**src/rtl/lr_intctl_if.sv**
```systemverilog
`default_nettype none
// ============================================================================
//  Module      : lr_intctl_if
//  Description : CPU bus and core interrupt handshake bundle between the
//                lr35902 core (master) and the interrupt controller (slave).
//  Revision    : 1.0  initial release
// ============================================================================
interface lr_intctl_if;
    logic [15:0] address;
    logic [7:0]  wdata;
    logic        load;
    logic        store;
    logic [7:0]  rdata;
    logic        rsel;
    logic        intreq;
    logic [15:0] intaddress;
    logic        intack;

    modport master (
        output address, wdata, load, store, intack,
        input  rdata, rsel, intreq, intaddress
    );

    modport slave (
        input  address, wdata, load, store, intack,
        output rdata, rsel, intreq, intaddress
    );
endinterface
`default_nettype wire

```
**src/rtl/lr_intctl.sv**
```systemverilog
`default_nettype none
// ============================================================================
//  Module      : lr_intctl
//  Description : Interrupt controller for the lr35902 core. Edge-detects the
//                peripheral lines into IF, masks with IE, drives the
//                highest-priority vector and serves CPU access to IF/IE.
//  Revision    : 1.0  initial release
// ============================================================================
module lr_intctl #(
    parameter int          NSRC       = 5,
    parameter logic [15:0] VEC_BASE   = 16'h0040,
    parameter int          VEC_STRIDE = 8,
    parameter logic [15:0] IF_ADDR    = 16'hFF0F,
    parameter logic [15:0] IE_ADDR    = 16'hFFFF
) (
    input  wire logic            clock4,
    input  wire logic            resetn,
    input  wire logic [NSRC-1:0] irq_src,
    lr_intctl_if.slave           bus
);

    logic [NSRC-1:0] if_q, if_d;
    logic [7:0]      ie_q, ie_d;
    logic [NSRC-1:0] src_q;
    logic            ack_q;

    logic [NSRC-1:0] rise;
    logic [NSRC-1:0] pend;
    logic [NSRC-1:0] ack_mask;
    logic [15:0]     vec;
    logic            ack_edge;
    logic            if_hit;
    logic            ie_hit;
    logic [7:0]      if_rd;

    assign rise     = irq_src & ~src_q;
    assign pend     = if_q & ie_q[NSRC-1:0];
    assign ack_edge = bus.intack & ~ack_q;
    assign if_hit   = (bus.address == IF_ADDR);
    assign ie_hit   = (bus.address == IE_ADDR);

    // Lowest set pending bit wins: scan from the top so the last hit is the lowest index
    always_comb begin
        ack_mask = '0;
        vec      = 16'h0000;
        for (int i = NSRC - 1; i >= 0; i--) begin
            if (pend[i]) begin
                ack_mask    = '0;
                ack_mask[i] = 1'b1;
                vec         = VEC_BASE + 16'(VEC_STRIDE * i);
            end
        end
    end

    // Register-only outputs toward the core, no combinational path from the bus
    assign bus.intreq     = |pend;
    assign bus.intaddress = vec;

    // Next IF/IE: ack clear, then CPU write override, then new edges always OR in
    always_comb begin
        if_d = if_q;
        if (ack_edge) begin
            if_d = if_d & ~ack_mask;
        end
        if (bus.store && if_hit) begin
            if_d = bus.wdata[NSRC-1:0];
        end
        if_d = if_d | rise;

        ie_d = ie_q;
        if (bus.store && ie_hit) begin
            ie_d = bus.wdata;
        end
    end

    // Read mux: unimplemented IF bits read as 1, unmapped addresses read 0xFF
    always_comb begin
        if_rd             = 8'hFF;
        if_rd[NSRC-1:0]   = if_q;
        if (if_hit) begin
            bus.rdata = if_rd;
        end else if (ie_hit) begin
            bus.rdata = ie_q;
        end else begin
            bus.rdata = 8'hFF;
        end
    end

    assign bus.rsel = bus.load & (if_hit | ie_hit);

    // State registers with asynchronous clear
    always_ff @(posedge clock4 or negedge resetn) begin
        if (!resetn) begin
            if_q  <= '0;
            ie_q  <= 8'h00;
            src_q <= '0;
            ack_q <= 1'b0;
        end else begin
            if_q  <= if_d;
            ie_q  <= ie_d;
            src_q <= irq_src;
            ack_q <= bus.intack;
        end
    end

endmodule
`default_nettype wire

```
**src/flat_wrapper.sv**
```systemverilog
// flat-port wrapper written by rule: the top's interface ports become plain ports
module lr_intctl_flat 
#(
    parameter int          NSRC       = 5,
    parameter logic [15:0] VEC_BASE   = 16'h0040,
    parameter int          VEC_STRIDE = 8,
    parameter logic [15:0] IF_ADDR    = 16'hFF0F,
    parameter logic [15:0] IE_ADDR    = 16'hFFFF
)
  (clock4, resetn, irq_src, bus_address, bus_wdata, bus_load, bus_store, bus_intack, bus_rdata, bus_rsel, bus_intreq, bus_intaddress);
  lr_intctl_if bus_i ();
  input  wire logic clock4;
  input  wire logic resetn;
  input  wire logic [NSRC-1:0] irq_src;
  input wire logic [$bits(bus_i.address)-1:0] bus_address;
  input wire logic [$bits(bus_i.wdata)-1:0] bus_wdata;
  input wire logic [$bits(bus_i.load)-1:0] bus_load;
  input wire logic [$bits(bus_i.store)-1:0] bus_store;
  input wire logic [$bits(bus_i.intack)-1:0] bus_intack;
  output wire logic [$bits(bus_i.rdata)-1:0] bus_rdata;
  output wire logic [$bits(bus_i.rsel)-1:0] bus_rsel;
  output wire logic [$bits(bus_i.intreq)-1:0] bus_intreq;
  output wire logic [$bits(bus_i.intaddress)-1:0] bus_intaddress;
  assign bus_i.address = bus_address;
  assign bus_i.wdata = bus_wdata;
  assign bus_i.load = bus_load;
  assign bus_i.store = bus_store;
  assign bus_i.intack = bus_intack;
  assign bus_rdata = bus_i.rdata;
  assign bus_rsel = bus_i.rsel;
  assign bus_intreq = bus_i.intreq;
  assign bus_intaddress = bus_i.intaddress;
  lr_intctl #(.NSRC(NSRC), .VEC_BASE(VEC_BASE), .VEC_STRIDE(VEC_STRIDE), .IF_ADDR(IF_ADDR), .IE_ADDR(IE_ADDR)) u_core (.clock4(clock4), .resetn(resetn), .irq_src(irq_src), .bus(bus_i));
endmodule
```
**config.mk**
```make
export PLATFORM = sky130hd
export DESIGN_NAME = lr_intctl_flat
export DESIGN_NICKNAME = d
export VERILOG_FILES = /design/src/rtl/lr_intctl_if.sv /design/src/rtl/lr_intctl.sv /design/src/flat_wrapper.sv
export SDC_FILE = /design/constraint.sdc
export NUM_CORES = 1
export LEC_CHECK = 0
export CAP_MARGIN = 20
export CORE_MARGIN = 2
export CORE_UTILIZATION = 40
export DETAILED_ROUTE_END_ITERATION = 7
export PLACE_DENSITY = 0.84
export SLEW_MARGIN = 20
export SYNTH_ARGS = -nofsm -noshare
export SYNTH_HDL_FRONTEND = slang
export SYNTH_SLANG_ARGS = --single-unit
```
**constraint.sdc**
```tcl
create_clock -name clock4 -period 9.5 [get_ports clock4]
set_input_delay 2.85 -clock clock4 [delete_from_list [all_inputs] [get_ports clock4]]
set_output_delay 2.85 -clock clock4 [all_outputs]
set_load 0.05 [all_outputs]
```
==> key figures <==
Outcome
  • Status: completed

Route
  • Router iterations before antenna repair: 4
  • Initial DRC Count: 17
  • Final wirelength: 2500 um
  • DRC: 0
  • Detail Route Antenna Nets: 0
  • Via count: 995
  • Via/cell ratio: 5.29
  • Post-DR wirelength/cell: 13.3 um

Power and ir drop
  • Power density cells: 109 nW/um2
  • Leakage: 0.630 nW
  • Total Power: 0.167 mW
  • Worst-case vdd ir drop: about 0.092 mV

Floorplan
  • Die ar.: 3030 um2
  • Initial Util: 42.1%
  • Core area: approximately 2500 um2
  • Die Height: 55.1 um
  • Die width: 55.1 um
  • Row Count: 18
  • Top Ports: 60

Global route
  • First-pass GRT wire length: 4080 um
  • Vias in the first global route: 939
  • Initial antenna violation count: 0
  • Largest net degree at the start of global routing: 20
  • Total gr overflow: 0
  • All-layer global routing usage: 18.7%

Placement
  • Inst Count DP: 184
  • I/O Buffers: 47
  • Hpwl dp: 1980 um
  • GPL Wtd Cong: 0.803
  • Area after DPL: 1500 um2

Yosys
  • Synth Register Bits: 19
  • Top-count cell post-synth: dfrtp_1
  • Synth area leader: dfrtp_1
  • Yosys cell types: 27
  • Mapped cell area: 1040 um2
  • Synth Instances: 109
  • Top-area cell type share of the netlist area: 45.6%
  • Register area share after synthesis: 45.6%
  • Number of synthesized flops with an enable pin: 0
  • Warnings from Yosys: 0
  • Ys flop type: dfrtp_1
  • Async S/R FF share, synth: 100%
  • Syn_area_per_cell: 9.57 um2
  • Top cells by area, synth: dfrtp_1, buf_4, mux2_2
  • Commonest cells post-synth: dfrtp_1, buf_4, inv_1, o21ai_0, nand2_1

Final layout
  • N_diodes: 0
  • Post-layout net count: 193
  • Multi-input gate area: about 470 um2
  • Fraction of layout cells with a size suffix above 1: 8.23%
  • Fillers: 221
  • Area delta synth->final: 46.2%
  • Register area: approximately 480 um2
  • Non-Filler Instances: between 150 and 200
  • Final Cell Area: 1530 um2

Min path
  • Hold_sp: u_core.ie_q[7]
  • WHS Endpoint: u_core.ie_q[7]
  • WHS Path Cells: 1
  • Min-Delay Path Class: reg2reg

STA
  • Unrepaired setup endpoints after global routing: no
  • Final Max Tran Viols: 0
  • Final Hold Fails: 0
  • Hold WS: 0.512 ns
  • Slew margin rel.: 28.2%
  • TNS Setup: 0 ns
  • Slew @ Worst Pin: between 1 and 1.5 ns
  • Setup violators final: 0
  • Fmax: approximately 120 MHz
  • Final cycle utilization of the critical path: 87.7%
  • Post-layout min period: about 8.3 ns
  • Worst Skew: 0.00281 ns

Clock network
  • Post-CTS setup buffer count: 0
  • Reg clk slew, reported paths: 0.11 ns
  • H-tree Lvls: 1
  • Hold-fix buffers, CTS: 0
  • CTS tree: built
  • Clk_lat worst skew: 0.29 ns
  • # clock sinks: 19
  • Root buf cell: clkbuf_4
  • Clock tree buffer depth: 2
  • CTS Buf Count: 3
  • Post-CTS sizing: 0

Setup path
  • Worst r2r path cells: 3
  • Crit Path Max Fanout: 6
  • RR Startpoint: u_core.ie_q[1]
  • Worst setup SP type: primary input
  • FF-to-FF setup slack: 8.21 ns
  • Worst Path Arrival: 5.48 ns
  • CP Class: in2out
  • Reg2Reg Capture Point: u_core.if_q[4]
  • Req. time, crit path: 6.65 ns
  • CP endpoint kind: output pin

Job
  • MaxCap Viol Count: 0
state kept, by name, indices dropped and copies added, names as in the netlist:
register      count
u_core.ie_q       8
u_core.if_q       5
u_core.src_q      5
u_core.ack_q      1
power by group:
group          internal, mW  leakage (nW)  switching, mW
registers            0.0836         0.215        0.00169
clock network        0.0156        0.0177         0.0244
logic                0.0169         0.398         0.0247
total                 0.116         0.630         0.0507
logic make-up after synthesis:
group,count (synthesis),share of synthesized area [%]
other,1,0.359
buffers and inverters,23,13.1
muxes,5,5.40
AOI/OAI and AO/OA,29,18.7
and+or+nand+nor,32,16.9
DFF,19,45.6
cell type report:
type                       instances  area share [%]
sequential                        19            31.2
tap                               30            2.46
clock inverter                     1           0.328
clock buffer                       3            1.48
multi-input combinational         78            31.0
inverter                           9            2.21
timing repair buffer              48            31.3
through the flow:
stage | util, % | worst slack (ns)
final | 61.6 | 1.17
after global routing | 61.6 | 1.09
after CTS | 61.6 | 1.17
after floorplan | - | 1.54
after global placement | 60.5 | 1.23
after detailed placement | 60.5 | 1.17
cells in the final DEF (no fill, tap or decap), drive strengths merged:
master	instances
a32oi	6
nand2b	3
nor4	2
o31ai	2
conb	12
o21ai	9
a21bo	1
a22o	1
o22a	2
nand3	3
dfrtp	19
or4	4
a21oi	6
o41ai	1
nand4	4
nand2	7
inv	9
nor3	2
buf	1
clkbuf	3
clkinv	1
or3	1
nor2	5
clkdlybuf4s50	47
a21boi	1
mux2	5
or2b	1
worst max path at each step:
stage	start	to	slack (ns)	depth (start not counted)
after floorplan	bus_address[5]	bus_rsel	1.54	4
after global placement	bus_address[5]	bus_rsel	1.23	5
after detailed placement	bus_address[5]	bus_rsel	1.17	5
after CTS	bus_address[5]	bus_rsel	1.17	5
after global routing	bus_address[5]	bus_rsel	1.09	5
final	bus_address[5]	bus_rsel	1.17	5
worst max-delay path, cell delays in order:
cell             delay [ns]
clkdlybuf4s50_1        0.43
or4_4                  0.55
or4_1                  0.61
a21boi_0               0.22
clkdlybuf4s50_1        0.83
routing by layer:
metal	track usage [%]	vias to the layer above	wire length, um
met5	0	-	0
met4	4.07	0	0
met3	3.76	0	214
met2	31.7	48	1260
met1	24.6	469	1030
li1	-	478	-
Power figures use the tool's default switching activity.
